--- src/rtl/sum_window_accumulator_if.sv ---
// Handshake bundle for sum_window_accumulator.
//   Input side : in_data / in_valid / in_ready, plus flush to close a
//                partial window early.
//   Output side: out_byte / out_valid / out_ready, plus out_last (high
//                byte marker) and win_count (samples in the emitted result).
// The slave modport is the accumulator itself; the master modport is the
// surrounding logic that feeds sums in and drains result bytes.
interface sum_window_accumulator_if #(
    parameter int DATA_W = 8
) ();
    logic [DATA_W-1:0] in_data;
    logic              in_valid;
    logic              in_ready;
    logic              flush;
    logic [7:0]        out_byte;
    logic              out_valid;
    logic              out_ready;
    logic              out_last;
    logic [4:0]        win_count;

    modport slave (
        input  in_data, in_valid, flush, out_ready,
        output in_ready, out_byte, out_valid, out_last, win_count
    );

    modport master (
        output in_data, in_valid, flush, out_ready,
        input  in_ready, out_byte, out_valid, out_last, win_count
    );
endinterface

--- src/rtl/sum_window_accumulator.sv ---
// Window accumulator sitting after the 8-bit adder stage.
// Accepts sums over a valid/ready handshake, adds WINDOW of them (or fewer
// when flush closes the window early) into a DATA_W+4 bit total, then emits
// the total as two bytes, low byte first, on a byte-wide valid/ready output.
// Ports:
//   clk  - single clock, rising edge
//   rst  - synchronous, active-high reset
//   bus  - sum_window_accumulator_if.slave (input sums, flush, result bytes,
//          out_last marker, win_count of the emitted result)
module sum_window_accumulator #(
    parameter int DATA_W = 8,
    parameter int WINDOW = 4
) (
    input  logic                          clk,
    input  logic                          rst,
    sum_window_accumulator_if.slave       bus
);
    localparam int ACC_W = DATA_W + 4;

    typedef enum logic [1:0] {
        ACCUM   = 2'd0,
        EMIT_LO = 2'd1,
        EMIT_HI = 2'd2
    } state_t;

    state_t           state_q, state_d;
    logic [ACC_W-1:0] acc_q, acc_d;
    logic [4:0]       cnt_q, cnt_d;
    logic [ACC_W-1:0] result_q, result_d;
    logic [4:0]       res_cnt_q, res_cnt_d;
    logic [7:0]       out_byte_q, out_byte_d;
    logic             out_valid_q, out_valid_d;
    logic             out_last_q, out_last_d;

    logic             in_ready;
    logic             xfer;
    logic [ACC_W-1:0] sum;
    logic [15:0]      result_ext;

    // Ready is gated by rst so nothing is accepted during the reset cycle.
    assign in_ready   = (state_q == ACCUM) && !rst;
    assign xfer       = bus.in_valid && in_ready;
    assign sum        = acc_q + ACC_W'(bus.in_data);
    assign result_ext = 16'(result_q);

    always_comb begin
        state_d     = state_q;
        acc_d       = acc_q;
        cnt_d       = cnt_q;
        result_d    = result_q;
        res_cnt_d   = res_cnt_q;
        out_byte_d  = out_byte_q;
        out_valid_d = out_valid_q;
        out_last_d  = out_last_q;

        case (state_q)
            ACCUM: begin
                // A closing transfer wins over a simultaneous flush, which
                // yields the same result with res_cnt = WINDOW.
                if (xfer && (cnt_q == 5'(WINDOW - 1))) begin
                    result_d    = sum;
                    res_cnt_d   = 5'(WINDOW);
                    acc_d       = '0;
                    cnt_d       = '0;
                    state_d     = EMIT_LO;
                    out_valid_d = 1'b1;
                    out_byte_d  = sum[7:0];
                    out_last_d  = 1'b0;
                end else if (bus.flush && ((cnt_q != 5'd0) || xfer)) begin
                    result_d    = xfer ? sum : acc_q;
                    res_cnt_d   = cnt_q + 5'(xfer);
                    acc_d       = '0;
                    cnt_d       = '0;
                    state_d     = EMIT_LO;
                    out_valid_d = 1'b1;
                    out_byte_d  = xfer ? sum[7:0] : acc_q[7:0];
                    out_last_d  = 1'b0;
                end else if (xfer) begin
                    acc_d = sum;
                    cnt_d = cnt_q + 5'd1;
                end
            end
            EMIT_LO: begin
                if (bus.out_ready) begin
                    state_d    = EMIT_HI;
                    out_byte_d = result_ext[15:8];
                    out_last_d = 1'b1;
                end
            end
            EMIT_HI: begin
                if (bus.out_ready) begin
                    state_d     = ACCUM;
                    out_valid_d = 1'b0;
                    out_byte_d  = 8'd0;
                    out_last_d  = 1'b0;
                end
            end
            default: begin
                state_d     = ACCUM;
                out_valid_d = 1'b0;
                out_byte_d  = 8'd0;
                out_last_d  = 1'b0;
            end
        endcase
    end

    always_ff @(posedge clk) begin
        if (rst) begin
            state_q     <= ACCUM;
            acc_q       <= '0;
            cnt_q       <= '0;
            result_q    <= '0;
            res_cnt_q   <= '0;
            out_byte_q  <= '0;
            out_valid_q <= 1'b0;
            out_last_q  <= 1'b0;
        end else begin
            state_q     <= state_d;
            acc_q       <= acc_d;
            cnt_q       <= cnt_d;
            result_q    <= result_d;
            res_cnt_q   <= res_cnt_d;
            out_byte_q  <= out_byte_d;
            out_valid_q <= out_valid_d;
            out_last_q  <= out_last_d;
        end
    end

    assign bus.in_ready  = in_ready;
    assign bus.out_byte  = out_byte_q;
    assign bus.out_valid = out_valid_q;
    assign bus.out_last  = out_last_q;
    assign bus.win_count = res_cnt_q;
endmodule

--- src/flat_wrapper.sv ---
// flat-port wrapper written by rule: the top's interface ports become plain ports
module sum_window_accumulator_flat 
#(
    parameter int DATA_W = 8,
    parameter int WINDOW = 4
)
  (clk, rst, bus_in_data, bus_in_valid, bus_flush, bus_out_ready, bus_in_ready, bus_out_byte, bus_out_valid, bus_out_last, bus_win_count);
  sum_window_accumulator_if #(.DATA_W(DATA_W)) bus_i ();
  input  logic clk;
  input  logic rst;
  input wire logic [$bits(bus_i.in_data)-1:0] bus_in_data;
  input wire logic [$bits(bus_i.in_valid)-1:0] bus_in_valid;
  input wire logic [$bits(bus_i.flush)-1:0] bus_flush;
  input wire logic [$bits(bus_i.out_ready)-1:0] bus_out_ready;
  output wire logic [$bits(bus_i.in_ready)-1:0] bus_in_ready;
  output wire logic [$bits(bus_i.out_byte)-1:0] bus_out_byte;
  output wire logic [$bits(bus_i.out_valid)-1:0] bus_out_valid;
  output wire logic [$bits(bus_i.out_last)-1:0] bus_out_last;
  output wire logic [$bits(bus_i.win_count)-1:0] bus_win_count;
  assign bus_i.in_data = bus_in_data;
  assign bus_i.in_valid = bus_in_valid;
  assign bus_i.flush = bus_flush;
  assign bus_i.out_ready = bus_out_ready;
  assign bus_in_ready = bus_i.in_ready;
  assign bus_out_byte = bus_i.out_byte;
  assign bus_out_valid = bus_i.out_valid;
  assign bus_out_last = bus_i.out_last;
  assign bus_win_count = bus_i.win_count;
  sum_window_accumulator #(.DATA_W(DATA_W), .WINDOW(WINDOW)) u_core (.clk(clk), .rst(rst), .bus(bus_i));
endmodule
--- config.mk ---
export PLATFORM = sky130hd
export DESIGN_NAME = sum_window_accumulator_flat
export DESIGN_NICKNAME = d
export VERILOG_FILES = /design/src/rtl/sum_window_accumulator_if.sv /design/src/rtl/sum_window_accumulator.sv /design/src/flat_wrapper.sv
export SDC_FILE = /design/constraint.sdc
export NUM_CORES = 1
export LEC_CHECK = 0
export CAP_MARGIN = 5
export CORE_MARGIN = 1
export CORE_UTILIZATION = 50
export CTS_CLUSTER_SIZE = 20
export DETAILED_ROUTE_END_ITERATION = 16
export GPL_TIMING_DRIVEN = 0
export PLACE_DENSITY = 0.74
export SLEW_MARGIN = 10
export SYNTH_ARGS = -nofsm -noshare
export SYNTH_HDL_FRONTEND = slang
export SYNTH_SLANG_ARGS = --single-unit
export TNS_END_PERCENT = 100
--- constraint.sdc ---
create_clock -name clk -period 2.3 [get_ports clk]
set_input_delay 0.46 -clock clk [delete_from_list [all_inputs] [get_ports clk]]
set_output_delay 0.46 -clock clk [all_outputs]
set_load 0.05 [all_outputs]
==> results of run 1 <==
## final timing paths
path | end | slack [ns] | cells after the start
max | bus_in_ready | 0.09 | 5
min | u_core.bus.win_count[2] | 0.46 | 1
max reg2reg | u_core.result_q[10] | 0.17 | 7
min reg2reg | u_core.bus.win_count[2] | 0.46 | 1
## registers in the layout, summed over array words and instances (netlist names)
signal	cells
u_core.bus.out_valid	1
u_core.acc_q	12
u_core.cnt_q	5
u_core.bus.out_last	1
u_core.state_q	1
u_core.result_q	4
u_core.bus.win_count	5
u_core.bus.out_byte	8
## power groups by stage
stage | clock (W) | sequential [W] | combinational, W
floorplan | 0 | 0.000747 | 0.000190
global placement | 0 | 0.000709 | 0.000334
detailed placement | 0 | 0.000710 | 0.000336
CTS | 0.000602 | 0.000695 | 0.000347
global route | 0.000637 | 0.000700 | 0.000407
finish | 0.000601 | 0.000696 | 0.000373
## cells in the final DEF, fill, tap and decap left out, types with 2 or more instances in the layout
cell,instances
a21o_1,6
a21oi_1,20
a21oi_2,3
a222oi_1,2
a22oi_1,7
a31o_2,2
a31oi_1,5
and2_1,2
buf_2,2
buf_4,4
buf_6,2
clkbuf_1,3
clkbuf_8,6
clkdlybuf4s50_1,26
dfxtp_1,37
ha_1,12
inv_1,6
nand2_1,26
nand2b_1,6
nand3_1,7
nand4_1,2
nor2_1,28
nor2b_1,2
nor3_1,7
o211ai_1,4
o21ai_0,9
o2bb2ai_1,6
or2_2,2
or3_1,4
or3_4,2
xnor2_1,5
xor2_1,9
## synth_stat cells, types with 2 or more instances
| cell type | n |
|---|---|
| a21o_1 | 6 |
| a21oi_1 | 24 |
| a222oi_1 | 2 |
| a22oi_1 | 7 |
| a31o_2 | 2 |
| a31oi_1 | 6 |
| and2_1 | 2 |
| buf_2 | 2 |
| clkbuf_1 | 3 |
| dfxtp_1 | 37 |
| ha_1 | 12 |
| inv_1 | 7 |
| nand2_1 | 27 |
| nand2b_1 | 7 |
| nand3_1 | 8 |
| nand4_1 | 2 |
| nor2_1 | 28 |
| nor2b_1 | 2 |
| nor3_1 | 7 |
| o211ai_1 | 4 |
| o21ai_0 | 10 |
| o2bb2ai_1 | 6 |
| or2_2 | 2 |
| or3_1 | 5 |
| xnor2_1 | 5 |
| xor2_1 | 9 |
## per-stage QoR
stage                       util  setup TNS [ns]  hold WS (ns)  total power [W]
final                     0.6694               0        0.4557         0.001670
after global routing      0.6694         -0.1030        0.4765         0.001743
after CTS                 0.6444        -0.03874        0.4591         0.001644
after detailed placement  0.6068          -13.38        0.4419         0.001046
after global placement    0.6068          -12.32        0.4384         0.001043
after floorplan                -               0        0.4269        0.0009367
## cells by family (layout without fill, tap and decap cells)
| logic type | after synthesis | in the layout | share of synthesized area |
|---|---|---|---|
| fa+ha+maj | 13 | 13 | 0.08163 |
| simple gates | 97 | 97 | 0.2245 |
| buf+inv | 14 | 54 | 0.02701 |
| xor+xnor | 14 | 14 | 0.05882 |
| mux | 2 | 2 | 0.01020 |
| flops | 37 | 37 | 0.3553 |
| compound gates | 77 | 77 | 0.2425 |
## layout make-up
type	count	share of cell area
Buffer	6	0.01215
Sequential cell	37	0.2766
Inverter	8	0.01449
Clock buffer	7	0.03224
Clock inverter	1	0.01121
Timing Repair Buffer	32	0.1159
Tap cell	50	0.02336
Multi-Input combinational cell	203	0.5140
## timing repair
action / CTS / global route
resized for setup: 15 / 19
endpoints found under the setup margin: 27 / 26
hold buffers: 0 / 0
pin swaps: 3 / 8
setup buffers: 1 / 3
## layer usage
metal	vias up	part of all wire	wire length [um]
li1	1001	-	-
met1	945	0.44	2403
met2	66	0.48	2617
met3	7	0.061	333
met4	0	0.018	99
met5	-	0	0
==> metrics, run 1 <==
outcome finished, final reports clean; die span in x 66.57 um; Die Y 66.57 um; GRT overflow 0; fin area 2678 sq um; clk root buf clkbuf_8; total number of vias 2019; Slowest-stage cell, CP clkdlybuf4s50_1; fin nets 319; critical path fanouts, max 10; Setup CP Type input port to output port; RD Place Congestion 0.8885; design internal power 0.001167 W; area added between synthesis and finish 28.45%; final wirelength 5454 um; clock share of power 0.360; core area 4000 sq um; DR pass1 iterations 4; VDD IR-drop max 0.3826 mV; setup ws final 0.08597 ns; total inserted antenna cells 0; top cells by area, synth dfxtp_1 36%, ha_1 7.2%, a21oi_1 5.8%, nor2_1 5.0%, nand2_1 4.9%; num rows 23; Clock Tree Buf Depth 2; Critical R2R Launch u_core.cnt_q[0]; Fmax achieved 451.7 MHz; sw power 0.0005031 W; Post-synth EDFFs 0; Top Family by Delay on Critical Path buffers and inverters; sequential fraction of the synthesis area 0.3553; DRC viols 0; Tcrit/Tclk final 0.9626; H-tree depth 2; CP required 1.84 ns; initial antenna violation count 0; Synth top area share 0.3553; placed cells 332; Mapped Nets 280; #FFs+latches synth 37; worst clock skew 0.008454 ns; combinational power share 0.223; crit path cell chain clkdlybuf4s50_1 > buf_2 > or3_4 > clkinvlp_4 > buf_6; Initial Util 0.5211; Critical Path Source rst; WL per Instance 15.85 um; vias in the first global route 1887; Slew Viols, Final 0; Leak Pwr 1.042 nW; crit start category input port; Slew @ Worst Pin 0.5300 ns; largest area contributor in the netlist dfxtp_1; synthesized area 2084 sq um; Cell Area, Placed 2427 sq um; met2 Usage GRT 0.4167; relative slew slack 0.6458; Unique masters post-synth 48; sequential cell area 740.7 sq um; Clk pin slew, worst setup/hold paths 0.07 ns; cts bufs inserted 5; io pins 29; sequential power share 0.417; async set or reset register ratio after synthesis 0; Pwr per Cell Area 623.8 nW/um^2; clock sink count 37; CP peak stage delay 0.42 ns; Hold Path Origin u_core.bus.win_count[2]; Die ar. 4431 sq um; IO Port Bufs 28; Worst Path Buf+Inv 4; minimum clock period 2.214 ns; Sw Ratio 0.3012; pin count of the biggest net entering global routing 12; Non-Filler Instances 344; post-place setup slack -0.6579 ns; # fillers 335; Final Setup Violations 0; Top FF cell, synth dfxtp_1; share of cells above drive strength 1 0.1395; endpoints failing hold 0; min-delay worst type register to register; Synth Instances 254; clock latency on the worst-skew pair 0.30 ns; GR Util met1 0.3365; Worst Path Arrival 1.75 ns; max-cap viol count 0; CTS tree yes; GRT met3 Usage 0.06849; DP HPWL 3818 um; grt peak-use layer met2; Syn Area/Cell 8.207 sq um; Crit. End Element output port; Routed Antenna Nets 0; first-pass GRT wire length 8714 um; Synth warnings 0; Vias/cell 5.869; gr usage total 0.2665; initial DRC count 127; area of the multi-input gates 1376 sq um
Power figures use the tool's default switching activity.
==> run 2, diff against run 1 <==
--- a/config.mk
+++ b/config.mk
@@ -5,14 +5,14 @@
 export SDC_FILE = /design/constraint.sdc
 export NUM_CORES = 1
 export LEC_CHECK = 0
-export CAP_MARGIN = 5
+export CAP_MARGIN = 20
 export CORE_MARGIN = 1
 export CORE_UTILIZATION = 50
 export CTS_CLUSTER_SIZE = 20
 export DETAILED_ROUTE_END_ITERATION = 16
 export GPL_TIMING_DRIVEN = 0
 export PLACE_DENSITY = 0.74
-export SLEW_MARGIN = 10
+export SLEW_MARGIN = 15
 export SYNTH_ARGS = -nofsm -noshare
 export SYNTH_HDL_FRONTEND = slang
 export SYNTH_SLANG_ARGS = --single-unit
==> constraint.sdc (replaced) <==
create_clock -name clk -period 2.7 [get_ports clk]
set_input_delay 0.54 -clock clk [delete_from_list [all_inputs] [get_ports clk]]
set_output_delay 0.54 -clock clk [all_outputs]
set_load 0.05 [all_outputs]
==> run 2 against run 1 <==
Clock skew is 0.0050 ns lower; die area did not move; sequential power shrank 15%.
==> metrics, run 2 (synthesis gave the netlist of run 1 again) <==
first-pass GRT wire length 8528 um (-2.1%); Slew Viols, Final 0 (unchanged); critical path fanouts, max 10 (unchanged); WL per Instance 15.07 um (-4.9%); initial DRC count 132 (+3.9%); hold_buf cts 0 (unchanged); Pwr per Cell Area 546.6 nW/um^2 (-12%); Routed Antenna Nets 0 (unchanged); clock latency on the worst-skew pair 0.30 ns (about the same); worst clock skew 0.003475 ns (-0.004978 ns); Vias/cell 5.782 (-1.5%); setup ws final 0.1150 ns (+0.02898 ns); minimum clock period 2.585 ns; Top Family by Delay on Critical Path buffers and inverters; total number of vias 1966 (-2.6%); GRT overflow 0 (unchanged); final wirelength 5124 um (-6.1%); Leak Pwr 1.014 nW (-2.7%); Clock Tree Buf Depth 2 (unchanged); Worst Path Arrival 2.05 ns (+0.30 ns); fin nets 315 (-1.3%); Fmax achieved 386.8 MHz; num rows 23 (unchanged); crit start category input port; Largest Register u_core.acc_q; setup tns final 0 ns (unchanged); die span in x 66.57 um (unchanged); initial antenna violation count 0 (unchanged); RD Place Congestion 0.8885 (unchanged); H-tree depth 2 (unchanged); area added between synthesis and finish 21.91%; DR pass1 iterations 5 (+1); VDD IR-drop max 0.3185 mV (-17%); IO Port Bufs 28 (unchanged); most frequent cells in the layout 37 x dfxtp_1, 28 x nor2_1, 27 x nand2_1; min-delay worst type register to register; Worst Path Buf+Inv 4 (unchanged); endpoints failing hold 0 (unchanged); CTS tree yes; CP required 2.16 ns (+0.32 ns); crit path cell chain clkdlybuf4s50_1 > clkbuf_1 > or3_1 > inv_1 > buf_2; io pins 29 (unchanged); CP peak stage delay 0.43 ns (about the same); Non-Filler Instances 340 (-1.2%); commonest non-fill, non-tap cell in the layout dfxtp_1; max FFs per register 12 (unchanged); DP HPWL 3818 um (unchanged); placed cells 332 (unchanged); DRC viols 0 (unchanged); RSZ-0062 raised after global routing false; Setup CP Type input port to output port; Slew @ Worst Pin 0.7773 ns (+0.2473 ns); Crit. End Element output port; clk root buf clkbuf_8; post-place setup slack -0.4179 ns (+0.2400 ns); pin count of the biggest net entering global routing 12 (unchanged); vias in the first global route 1820 (-3.6%); Tcrit/Tclk final 0.9574; outcome finished, final reports clean; gr usage total 0.2607 (-0.005753); Final Setup Violations 0 (unchanged); final hold slack 0.4547 ns (-0.001002 ns); relative slew slack 0.4818 (-0.1640); setup bufs post-CTS 0 (-1); Die Y 66.57 um (unchanged); Slowest-stage cell, CP or3_1; Clk pin slew, worst setup/hold paths 0.07 ns (about the same); share of cells above drive strength 1 0.06897 (-0.07049); core area 4000 sq um (unchanged); total inserted antenna cells 0 (unchanged); max-cap viol count 0 (unchanged); clock sink count 37 (unchanged); Initial Util 0.5211 (unchanged); Die ar. 4431 sq um (unchanged); cts bufs inserted 5 (unchanged)
[run 2: changes by cell type in the layout (fill, tap and decap cells not counted), moves of 2 or more]
cell / previous run / this run
a21oi_1: 20 / 24
buf_4: 4 / 0
a21oi_2: 3 / 0
buf_6: 2 / 0
[run 2: where the power goes]
group | internal (W) | switching (W)
Clock | 0.000301 | 0.000207
Combinational | 0.000107 | 0.000181
Sequential | 0.000570 | 0.0000222
[run 2: layout make-up]
type	count	area (sq um)
Fill cell	356	1459
Multi-Input combinational cell	203	1287
Sequential cell	37	740.7
Timing Repair Buffer	28	277.8
Clock buffer	7	86.33
Tap cell	50	62.56
Inverter	8	31.28
Clock inverter	1	30.03
Buffer	6	25.02
[run 2: repair_timing]
item                       4_1_cts  5_1_grt
hold endpoints to repair         0        0
setup endpoints to repair        1        7
pin swaps                        0        1
resized for setup                3        3
[run 2: final timing paths]
kind,from,end,slack (ns),cells after the start
worst max register to register,u_core.cnt_q[0],u_core.bus.out_byte[1],0.25,7
worst min-delay path,u_core.bus.win_count[2],u_core.bus.win_count[2],0.45,1
worst max-delay path,rst,bus_in_ready,0.11,5
worst min register to register,u_core.bus.win_count[2],u_core.bus.win_count[2],0.45,1
[run 2: stage by stage]
stage / total power, W / util / area [sq um]
floorplan: 0.0007979 / - / 2085
global placement: 0.0008882 / 0.6068 / 2427
detailed placement: 0.0008910 / 0.6068 / 2427
CTS: 0.001392 / 0.6362 / 2545
global route: 0.001448 / 0.6353 / 2541
finish: 0.001389 / 0.6353 / 2541
[run 2: per-layer routing]
layer | vias up | GRT usage | share of wire
met5 | - | 0 | 0
met4 | 0 | 0.09574 | 0.012
met3 | 7 | 0.06336 | 0.066
met2 | 62 | 0.4192 | 0.46
met1 | 909 | 0.3344 | 0.46
li1 | 988 | - | -
